File: src/rtl/blocos_pkg.sv
// Shared definitions for the Breakout block row.
//  - state_t      : game FSM encoding (IDLE, PLAY, GUARD, OVER)
//  - SCREEN_W/H   : VGA playfield size in pixels
//  - BALL_RADIUS  : default ball radius used to widen the collision window
//  - sat_add10    : 10-bit add that clamps at 1023 instead of wrapping
package blocos_pkg;

  typedef enum logic [1:0] {
    IDLE  = 2'd0,
    PLAY  = 2'd1,
    GUARD = 2'd2,
    OVER  = 2'd3
  } state_t;

  localparam int unsigned SCREEN_W    = 640;
  localparam int unsigned SCREEN_H    = 480;
  localparam int unsigned BALL_RADIUS = 8;

  function automatic logic [9:0] sat_add10(input logic [9:0] a, input logic [9:0] b);
    logic [10:0] s;
    s = {1'b0, a} + {1'b0, b};
    return s[10] ? 10'h3FF : s[9:0];
  endfunction

endpackage

File: src/rtl/fileira_blocos_if.sv
// Signal bundle between the block row and the rest of the game.
//  master : game side (drives start and ball position, reads row state)
//  slave  : block row (reads start/ball, drives alive, geometry, hit, endgame)
//  start     1        play enable / rearm
//  x_ball    10       ball centre x
//  y_ball    10       ball centre y
//  alive     N_BLOCKS bit i = block i present
//  x_bloco   10*N     flattened block centres x
//  y_fileira 10       row centre y
//  hit       1        one-cycle pulse per destroyed block
//  hit_idx   4        index of last destroyed block
//  endgame   1        game over
//  win       1        game over with all blocks destroyed
interface fileira_blocos_if #(parameter int unsigned N_BLOCKS = 8);

  logic                    start;
  logic [9:0]              x_ball;
  logic [9:0]              y_ball;
  logic [N_BLOCKS-1:0]     alive;
  logic [10*N_BLOCKS-1:0]  x_bloco;
  logic [9:0]              y_fileira;
  logic                    hit;
  logic [3:0]              hit_idx;
  logic                    endgame;
  logic                    win;

  modport master (
    output start, x_ball, y_ball,
    input  alive, x_bloco, y_fileira, hit, hit_idx, endgame, win
  );

  modport slave (
    input  start, x_ball, y_ball,
    output alive, x_bloco, y_fileira, hit, hit_idx, endgame, win
  );

endinterface

File: src/rtl/fileira_blocos_pulso_timer.sv
// Free-running move timer: emits a one-cycle pulse every PERIOD enabled cycles.
//  clock  in  system clock
//  reset  in  asynchronous active-low reset
//  clear  in  synchronous clear; holds the count at zero and masks the pulse
//  en     in  count enable; while low the count and pulse are frozen
//  pulse  out high for the last cycle of each period
module pulso_timer #(
  parameter int unsigned PERIOD = 25000000
) (
  input  logic clock,
  input  logic reset,
  input  logic clear,
  input  logic en,
  output logic pulse
);

  localparam int unsigned CW = (PERIOD > 1) ? $clog2(PERIOD) : 1;
  localparam logic [CW-1:0] LAST = CW'(PERIOD - 1);

  logic [CW-1:0] cnt;

  // NOTE: sequential state uses non-blocking assignments so every register
  // in the design samples the values that existed before the clock edge.
  always_ff @(posedge clock or negedge reset) begin
    if (!reset) begin
      cnt <= '0;
    end else if (clear) begin
      cnt <= '0;
    end else if (en) begin
      cnt <= (cnt == LAST) ? '0 : cnt + CW'(1);
    end
  end

  assign pulse = en && !clear && (cnt == LAST);

endmodule

File: src/rtl/fileira_blocos.sv
// Row of N_BLOCKS breakable Breakout blocks.
// Tracks live blocks, clears the lowest-index block the ball overlaps,
// lowers the row on every move pulse and flags win/loss.
//  clock  in  system clock, rising edge
//  reset  in  asynchronous active-low reset
//  bus    slave side of fileira_blocos_if (start, ball in; row state out)
module fileira_blocos
  import blocos_pkg::*;
#(
  parameter int unsigned N_BLOCKS    = 8,
  parameter int unsigned W_BLOCK     = 32,
  parameter int unsigned H_BLOCK     = 6,
  parameter int unsigned BALL_R      = BALL_RADIUS,
  parameter int unsigned X_ORIGIN    = 0,
  parameter int unsigned Y_START     = 6,
  parameter int unsigned STEP_Y      = 6,
  parameter int unsigned Y_LIMIT     = 440,
  parameter int unsigned MOVE_PERIOD = 25000000
) (
  input logic             clock,
  input logic             reset,
  fileira_blocos_if.slave bus
);

  localparam logic [10:0] X_WIN = 11'(W_BLOCK + BALL_R);
  localparam logic [10:0] Y_WIN = 11'(H_BLOCK + BALL_R);

  state_t              state_q, state_n;
  logic [N_BLOCKS-1:0] alive_q, alive_n;
  logic [N_BLOCKS-1:0] overlap, cand;
  logic [9:0]          y_q, y_n;
  logic                hit_q, hit_n;
  logic [3:0]          idx_q, idx_n, sel;
  logic                win_q, win_n;
  logic                move, timer_clear, y_in, at_limit;
  logic [10:0]         xb, yb, yf;

  pulso_timer #(.PERIOD(MOVE_PERIOD)) u_timer (
    .clock (clock),
    .reset (reset),
    .clear (timer_clear),
    .en    (bus.start),
    .pulse (move)
  );

  // Collision windows are widened by the ball radius and compared in 11 bits
  // with additions only, so nothing underflows near the screen edges.
  assign xb = {1'b0, bus.x_ball};
  assign yb = {1'b0, bus.y_ball};
  assign yf = {1'b0, y_q};
  assign y_in = (yb + Y_WIN >= yf) && (yb <= yf + Y_WIN);
  assign at_limit = (yf + 11'(H_BLOCK)) >= 11'(Y_LIMIT);

  for (genvar i = 0; i < N_BLOCKS; i++) begin : g_block
    localparam logic [10:0] XC = 11'(X_ORIGIN + W_BLOCK + 2 * W_BLOCK * i);
    assign bus.x_bloco[10*i +: 10] = XC[9:0];
    assign overlap[i] = (xb + X_WIN >= XC) && (xb <= XC + X_WIN) && y_in;
  end

  assign cand = alive_q & overlap;

  // Fixed priority: lowest index wins when the ball straddles two blocks.
  always_comb begin
    sel = '0;
    for (int i = N_BLOCKS - 1; i >= 0; i--) begin
      if (cand[i]) sel = 4'(i);
    end
  end

  // NOTE: every variable gets a default before the case so no path leaves
  // one unassigned, which would otherwise infer a latch.
  always_comb begin
    state_n     = state_q;
    alive_n     = alive_q;
    y_n         = y_q;
    hit_n       = 1'b0;
    idx_n       = idx_q;
    win_n       = win_q;
    timer_clear = 1'b0;
    unique case (state_q)
      IDLE: begin
        timer_clear = 1'b1;
        alive_n     = '1;
        y_n         = 10'(Y_START);
        win_n       = 1'b0;
        if (bus.start) state_n = PLAY;
      end
      PLAY, GUARD: begin
        // start low freezes the row in place; the timer is frozen too.
        if (bus.start) begin
          // End checks look at the registered results of the previous update,
          // so endgame rises one cycle after the hit or move that caused it.
          if (alive_q == '0) begin
            state_n = OVER;
            win_n   = 1'b1;
          end else if (at_limit) begin
            state_n = OVER;
            win_n   = 1'b0;
          end else begin
            if (move) y_n = sat_add10(y_q, 10'(STEP_Y));
            if (state_q == PLAY && cand != '0) begin
              alive_n = alive_q & ~(N_BLOCKS'(1) << sel);
              hit_n   = 1'b1;
              idx_n   = sel;
              state_n = GUARD;
            end else if (state_q == GUARD && cand == '0) begin
              state_n = PLAY;
            end
          end
        end
      end
      OVER: begin
        timer_clear = 1'b1;
        if (!bus.start) begin
          state_n = IDLE;
          alive_n = '1;
          y_n     = 10'(Y_START);
          win_n   = 1'b0;
        end
      end
    endcase
  end

  always_ff @(posedge clock or negedge reset) begin
    if (!reset) begin
      state_q <= IDLE;
      alive_q <= '1;
      y_q     <= 10'(Y_START);
      hit_q   <= 1'b0;
      idx_q   <= '0;
      win_q   <= 1'b0;
    end else begin
      state_q <= state_n;
      alive_q <= alive_n;
      y_q     <= y_n;
      hit_q   <= hit_n;
      idx_q   <= idx_n;
      win_q   <= win_n;
    end
  end

  assign bus.alive     = alive_q;
  assign bus.y_fileira = y_q;
  assign bus.hit       = hit_q;
  assign bus.hit_idx   = idx_q;
  assign bus.endgame   = (state_q == OVER);
  assign bus.win       = win_q;

endmodule

File: src/flat_wrapper.sv
// flat-port wrapper written by rule: the top's interface ports become plain ports
module fileira_blocos_flat import blocos_pkg::*;
#(
  parameter int unsigned N_BLOCKS    = 8,
  parameter int unsigned W_BLOCK     = 32,
  parameter int unsigned H_BLOCK     = 6,
  parameter int unsigned BALL_R      = BALL_RADIUS,
  parameter int unsigned X_ORIGIN    = 0,
  parameter int unsigned Y_START     = 6,
  parameter int unsigned STEP_Y      = 6,
  parameter int unsigned Y_LIMIT     = 440,
  parameter int unsigned MOVE_PERIOD = 25000000
)
  (clock, reset, bus_start, bus_x_ball, bus_y_ball, bus_alive, bus_x_bloco, bus_y_fileira, bus_hit, bus_hit_idx, bus_endgame, bus_win);
  fileira_blocos_if #(.N_BLOCKS(N_BLOCKS)) bus_i ();
  input logic clock;
  input logic reset;
  input wire logic [$bits(bus_i.start)-1:0] bus_start;
  input wire logic [$bits(bus_i.x_ball)-1:0] bus_x_ball;
  input wire logic [$bits(bus_i.y_ball)-1:0] bus_y_ball;
  output wire logic [$bits(bus_i.alive)-1:0] bus_alive;
  output wire logic [$bits(bus_i.x_bloco)-1:0] bus_x_bloco;
  output wire logic [$bits(bus_i.y_fileira)-1:0] bus_y_fileira;
  output wire logic [$bits(bus_i.hit)-1:0] bus_hit;
  output wire logic [$bits(bus_i.hit_idx)-1:0] bus_hit_idx;
  output wire logic [$bits(bus_i.endgame)-1:0] bus_endgame;
  output wire logic [$bits(bus_i.win)-1:0] bus_win;
  assign bus_i.start = bus_start;
  assign bus_i.x_ball = bus_x_ball;
  assign bus_i.y_ball = bus_y_ball;
  assign bus_alive = bus_i.alive;
  assign bus_x_bloco = bus_i.x_bloco;
  assign bus_y_fileira = bus_i.y_fileira;
  assign bus_hit = bus_i.hit;
  assign bus_hit_idx = bus_i.hit_idx;
  assign bus_endgame = bus_i.endgame;
  assign bus_win = bus_i.win;
  fileira_blocos #(.N_BLOCKS(N_BLOCKS), .W_BLOCK(W_BLOCK), .H_BLOCK(H_BLOCK), .BALL_R(BALL_R), .X_ORIGIN(X_ORIGIN), .Y_START(Y_START), .STEP_Y(STEP_Y), .Y_LIMIT(Y_LIMIT), .MOVE_PERIOD(MOVE_PERIOD)) u_core (.clock(clock), .reset(reset), .bus(bus_i));
endmodule
File: config.mk
export PLATFORM = sky130hd
export DESIGN_NAME = fileira_blocos_flat
export DESIGN_NICKNAME = d
export VERILOG_FILES = /design/src/rtl/blocos_pkg.sv /design/src/rtl/fileira_blocos_if.sv /design/src/rtl/fileira_blocos_pulso_timer.sv /design/src/rtl/fileira_blocos.sv /design/src/flat_wrapper.sv
export SDC_FILE = /design/constraint.sdc
export NUM_CORES = 1
export LEC_CHECK = 0
export ABC_AREA = 1
export CORE_AREA = 2 2 129 131
export CTS_CLUSTER_DIAMETER = 120
export DETAILED_ROUTE_END_ITERATION = 8
export DIE_AREA = 0 0 131 133
export PLACE_DENSITY = 0.56
export SKIP_LAST_GASP = 1
export SYNTH_ARGS = -nofsm -noshare
export SYNTH_HDL_FRONTEND = slang
export SYNTH_SLANG_ARGS = --single-unit
File: constraint.sdc
create_clock -name clock -period 3 [get_ports clock]
set_clock_uncertainty 0.1 [all_clocks]
set_input_delay 0.3 -clock clock [delete_from_list [all_inputs] [get_ports clock]]
set_output_delay 0.3 -clock clock [all_outputs]
set_load 0.02 [all_outputs]
== Word-level counts from Yosys, hierarchy flattened ==
Index checks and enable logic that the tools add are counted.
Widths: inputs -> output; s select.

* Output and inout port bits: 105
* Bits in registers: 51
* Memories: 0
* Bits in writable memories: 0
* ROM bits: 0
* Latch bits: 0
* Word-level logic and storage cells: 127

* Reduce and logical (&&, ||, !) cells: 34
* $mul: 0
* Multiplexer cells: 43
* Divide/modulo/power cells: 0
* Add/subtract/negate cells: 5
* Shifts and indexed selects: 1
* Order comparisons: 19
* Bitwise gates (word level): 5
* Equal/unequal tests: 13

{| class="wikitable"
|+ Operators with widths
! cell !! count
|-
| $mux 25 || 3
|-
| $mux 10 || 6
|-
| $ge 11x9->1 const B || 5
|-
| $le 10x9->1 const B || 4
|-
| $mux 8 || 5
|-
| $pmux 10 s3 || 1
|-
| $mux 4 || 7
|-
| $add 25x1->25 const B || 1
|-
| $eq 25x25->1 const B || 1
|-
| $pmux 8 s3 || 1
|-
| $add 10x4->11 const B || 2
|-
| $ge 11x8->1 const B || 2
|-
| $logic_and 1x1->1 || 21
|-
| $le 10x8->1 const B || 2
|-
| $and 8x8->8 || 2
|-
| $logic_not 8->1 || 2
|-
| $reduce_and 5->1 || 3
|-
| $mux 2 || 7
|-
| $add 10x3->11 const B || 1
|-
| $add 10x6->11 const B || 1
|-
| $ge 11x10->1 || 1
|-
| $ge 11x6->1 const B || 1
|-
| $ge 11x7->1 const B || 1
|-
| $le 10x11->1 || 1
|-
| 22 further kinds || 39
|}

== Longest topological paths before layout ==
* Depth after elaboration: 21
* Mapped depth: 27
* Mapped depth without buffers: 27

== Modules after synthesis ==
From an unflattened synthesis, not the netlist that was laid out.

* Cells, all modules: 786
* Area total of the unflattened synthesis: 5281.3 um^2

{| class="wikitable"
|+ By module, submodules not included
! module !! area an instance (um^2) !! instances !! sequential area each (um^2) !! cells each
|-
| fileira_blocos || 3633.5 || 1 || 638.1 || 555
|-
| pulso_timer || 1647.8 || 1 || 625.6 || 231
|}

== Least setup slack after synthesis ==
OpenSTA, ideal clock, no wires.

* Kind: flip-flop to flip-flop
* Start: reg u_core.y_q[1], in the netlist u_core.bus.y_fileira[1]
* End: reg u_core.state_q[0]
* Period minus slack after synthesis: 3261 ps
* Cell stages (with the launch flop): 25
* Arrival time: 3095 ps
* Buffers on the path: 0
* Slack: -261 ps
* Data required time: 2834 ps
* Cells stage by stage: dfstp_2 inv_1 ha_1 inv_1 nor2_1 nor2_1 inv_1 nor2_1 xor2_1 inv_1 ha_1 nand3_1 nor3_1 nand2_1 nand3_1 nand3_2 nand3_1 nand2_1 nor2_1 nand2_2 a21oi_1 nand2_1 nand3_1 nand2_1 nand2_1

* Longest elaborated chain between the ends: 12
* Elaborated cells between the ends (all ways): 26
* Those cells by class: add/sub: 2; order compare: 3; eq/ne: 1; mux: 5; bitwise: 1; reduce/logical: 14

{| class="wikitable"
|+ Ends and longest elaborated chain
! item !! line !! text
|-
| start, declared || fileira_blocos.sv:31 || <nowiki>logic [9:0] y_q, y_n;</nowiki>
|-
| start signal, assigned || fileira_blocos.sv:128 || <nowiki>y_q <= 10'(Y_START);</nowiki>
|-
| start signal, assigned || fileira_blocos.sv:135 || <nowiki>y_q <= y_n;</nowiki>
|-
| $add 10x4->11 || fileira_blocos.sv:51 || <nowiki>assign y_in = (yb + Y_WIN >= yf) && (yb <= yf + Y_WIN);</nowiki>
|-
| $le 10x11->1 || fileira_blocos.sv:51 ||
|-
| $logic_and 1x1->1 || fileira_blocos.sv:51 ||
|-
| $logic_and 1x1->1 || fileira_blocos.sv:57 || <nowiki>assign overlap[i] = (xb + X_WIN >= XC) && (xb <= XC + X_WIN) && y_in;</nowiki>
|-
| $and 8x8->8 || fileira_blocos.sv:60 || <nowiki>assign cand = alive_q & overlap;</nowiki>
|-
| $reduce_bool 8->1 || fileira_blocos.sv:101 || <nowiki>if (state_q == PLAY && cand != '0) begin</nowiki>
|-
| $logic_and 1x1->1 || fileira_blocos.sv:101 ||
|-
| $mux 2 || fileira_blocos.sv:101 ||
|-
| $mux 2 || fileira_blocos.sv:96 || <nowiki>end else if (at_limit) begin</nowiki>
|-
| $mux 2 || fileira_blocos.sv:93 || <nowiki>if (alive_q == '0) begin</nowiki>
|-
| $mux 2 || fileira_blocos.sv:90 || <nowiki>if (bus.start) begin</nowiki>
|-
| $pmux 2 s3 || fileira_blocos.sv:80 || <nowiki>unique case (state_q)</nowiki>
|-
| end signal, assigned || fileira_blocos.sv:133 || <nowiki>state_q <= state_n;</nowiki>
|-
| end, declared || fileira_blocos.sv:28 || <nowiki>state_t state_q, state_n;</nowiki>
|}

Parallel ways exist; a longest one is shown, timed or not. The select of a mux whose other input is x is not followed.
A chain may end at the register's enable or synchronous reset.

== Worst setup path after layout ==
* Start: reg u_core.y_q[1], in the netlist u_core.bus.y_fileira[1]
* End: reg u_core.idx_q[1], in the netlist u_core.bus.hit_idx[1]

* Longest elaborated chain between the ends: 13
* Elaborated cells between the ends (all ways): 27
* Those cells by class: add/sub: 2; order compare: 3; mux: 8; bitwise: 2; reduce/logical: 12

{| class="wikitable"
|+ Ends and longest elaborated chain
! item !! line !! text
|-
| $add 10x4->11 || fileira_blocos.sv:51 ||
|-
| $le 10x11->1 || fileira_blocos.sv:51 ||
|-
| $logic_and 1x1->1 || fileira_blocos.sv:51 ||
|-
| $logic_and 1x1->1 || fileira_blocos.sv:57 ||
|-
| $and 8x8->8 || fileira_blocos.sv:60 ||
|-
| $mux 3 || fileira_blocos.sv:66 || <nowiki>if (cand[i]) sel = 4'(i);</nowiki>
|-
| $mux 4 (7 in series) || fileira_blocos.sv:66 ||
|-
| end signal, assigned || fileira_blocos.sv:137 || <nowiki>idx_q <= idx_n;</nowiki>
|-
| end, declared || fileira_blocos.sv:33 || <nowiki>logic [3:0] idx_q, idx_n, sel;</nowiki>
|}

Parallel ways exist; a longest one is shown, timed or not.

==> summary.md <==
| Metric | Value |
|---|---|
| CTS buffer count | 5 |
| Crit Path Category | register to register |
| Synth cell types | 39 |
| GP Congestion | 0.8353 |
| Synth top area share | 21.27% |
| Worst path arrival time | 3.41 ns |
| ANT nets after route | 0 |
| Vias | 4371 |
| Fin crit period | 3.259 ns |
| Outcome | finished with violations |
| Grt total ovfl | 0 |
| Initial Util | 29.11% |
| HP Class | input pin to asynchronous set/reset pin |
| Area leader, netlist | dfrtp_1 |
| Switching Share | 42.54% |
| Post-synth EDFFs | 0 |
| Fill cells | 1737 |
| DP Cell Count | 998 |
| Antenna fix cells | 0 |
| First-pass GRT wire length | 18.73 mm |
| Most common cell after layout, fill and taps aside | nand2_1 |
| Die area | 17420 um^2 |
| Flop2flop setup slack | -0.26 ns |
| Placement Setup Slack | -0.7114 ns |
| Critical Path Sink Type | register |
| DRC | 0 |
| Sequential share of power | 32.3% |
| Post-DP HPWL | 8.866 mm |
| Unrepaired setup endpoints after global routing | true |
| Worst setup SP type | register |
| Ys flop type | dfrtp_1 |
| Worst setup margin | -0.2587 ns |
| CP required | 3.15 ns |
| #FFs+latches synth | 50 |
| Final Cycle Share | 108.6% |
| FP Rows | 47 |
| Clock-pin slew on the worst setup and hold paths | 0.08 ns |
| Clock power share | 23.4% |
| Die H | 133 um |
| CTS tree | built |
| Synth warnings | 0 |
| Cell count after synthesis | 694 |
| P_sw | 1.079 mW |
| Top post-synthesis cells by area | dfrtp_1 (21%), nand2_1 (14%), buf_4 (13%) |
| Int Pwr | 1.458 mW |
| Worst-Skew Late Latency | 0.31 ns |
| Max Slew Vio Count | 0 |
| Asr flop ratio synth | 100.0% |
| Root buffer cell | clkbuf_16 |
| Core footprint | 16170 um^2 |
| Max Cap Viol | 0 |
| Synth Cell Area | 4707 um^2 |
| DR vias/cell | 4.319 |
| Critical path fanouts, max | 5 |
| H-tree depth | 2 |
| Final setup vio count | 14 |
| GRT Total Usage | 13.14% |
| Initial antenna violation count | 0 |
| Most frequent cells in the layout | nand2_1 (163), conb_1 (81), inv_1 (78) |
| Die width | 131 um |
| Final net count | 840 |
| Initial drt markers | 178 |
| Fin cells | 1012 |
| PwrDens | 431.0 nW/um^2 |
| CTS Buffer Depth | 2 |
| CTS sink cnt | 50 |
| Combinational share of power | 44.3% |
| Seq/Total Area, Yosys | 26.85% |
| Peak VDD IR | 269.5 uV |
| Violated checks | negative setup slack |
| Syn Area/Cell | 6.782 um^2 |
| Number of global-route vias before repair | 4012 |
| Leak Pwr | 2.811 nW |
| WL/cell | 11.02 um |
| Layout area overhead | 25.07% |
| Layout cells sized above 1 | 16.92% |
| First drt pass iteration count | 4 |
| Routed wire length | 11.15 mm |
| Ports | 128 |
| Port Buffer Count | 46 |
| Largest net degree at the start of global routing | 33 |
| F_max | 306.9 MHz |
| Final Hold Vio Count | 0 |
## cells by family after synthesis
family | synth area share (%)
simple gates | 30.20
buf+inv | 21.03
compound gates | 10.02
flops | 26.85
xor+xnor | 4.838
fa+ha+maj | 6.911
other cells | 0.1595
## through the flow
| step | hold WS [ns] | instance area, um^2 | util, % | power (mW) | TNS (ns) |
|---|---|---|---|---|---|
| 2_1_floorplan | -0.09559 | 5076 | - | 1.585 | -0.7674 |
| 3_3_place_gp | 0.1589 | 5519 | 34.13 | 1.878 | -8.727 |
| 3_5_place_dp | 0.1654 | 5519 | 34.13 | 1.879 | -9.441 |
| 4_1_cts | 0.3691 | 5776 | 35.71 | 2.528 | -4.101 |
| 5_1_grt | 0.3915 | 5887 | 36.40 | 2.736 | -6.026 |
| 6_report | 0.3531 | 5887 | 36.40 | 2.538 | -3.163 |
## final cells by class
class | instances | area (um^2) | area share (%)
clock buffers | 5 | 125.1 | 2.125
clock inverters | 3 | 23.77 | 0.4038
inverters | 91 | 344.1 | 5.845
multi-input cells | 543 | 2988 | 50.75
flip-flops and latches | 50 | 1264 | 21.47
well taps | 220 | 275.3 | 4.676
repair buffers | 100 | 867.1 | 14.73
## power groups by stage
stage / logic, mW / clock network, mW / registers (mW)
4_1_cts: 1.09 / 0.616 / 0.819
3_5_place_dp: 1.05 / 0 / 0.831
6_report: 1.12 / 0.594 / 0.819
3_3_place_gp: 1.04 / 0 / 0.833
5_1_grt: 1.27 / 0.636 / 0.830
2_1_floorplan: 0.723 / 0 / 0.863
## synthesized netlist by cell type (8+ instances only)
library cell,count
nor3_1,8
o21ai_0,34
inv_1,82
buf_4,83
o22ai_1,10
nand2_1,170
nand3_1,51
dfrtp_1,40
ha_1,26
nor2_1,59
dfstp_2,10
xor2_1,23
a21oi_1,24
nand4_1,14
## state kept, by name (all words and copies together), names as in the netlist
signal                count
u_core.u_timer.cnt       25
u_core.bus.y_fileira     10
u_core.bus.alive          8
u_core.bus.hit_idx        3
u_core.state_q            2
u_core.bus.hit            1
u_core.bus.win            1
## worst max-delay path, cell delays in order (launching register included)
cell and delay, ns:
dfstp_2 0.55, inv_4 0.04, ha_4 0.15, inv_2 0.06, nor2_4 0.04, nor2_4 0.12
inv_2 0.06, nor2_4 0.10, xor2_1 0.13, inv_1 0.06, ha_1 0.28, nand3_2 0.08
nor3_2 0.15, nand4_1 0.21, nand3_4 0.18, nand3_2 0.13, nand2_2 0.11, inv_1 0.08
a21oi_4 0.23, buf_4 0.15, buf_4 0.09, nand2_1 0.04, nand2_1 0.06
## timing repair
item,4_1_cts,5_1_grt
pin swaps,8,20
endpoints found under the hold margin,11,0
buffers inserted,3,3
endpoints found under the setup margin,14,14
hold buffers,1,0
gates cloned,0,0
resized for setup,16,23
## layer usage
layer / vias to the layer above / GRT usage [%] / share of wire (%)
li1: 2270 / - / -
met1: 2004 / 18.39 / 48
met2: 83 / 21.13 / 46
met3: 14 / 1.941 / 4.2
met4: 0 / 3.369 / 1.4
met5: - / 0 / 0
## path summary, 6_finish.rpt
kind | endpoint | startpoint | cells past startpoint
max | u_core.bus.hit_idx[1] | u_core.bus.y_fileira[1] | 22
min reg2reg | u_core.bus.alive[4] | u_core.bus.alive[4] | 2
max reg2reg | u_core.bus.hit_idx[1] | u_core.bus.y_fileira[1] | 22
max in group asynchronous | u_core.bus.y_fileira[2] | reset | 3
min | u_core.u_timer.cnt[18] | reset | 2
min in group clock | u_core.bus.alive[4] | u_core.bus.alive[4] | 2
Note: power is estimated with default switching activity, not from simulation.
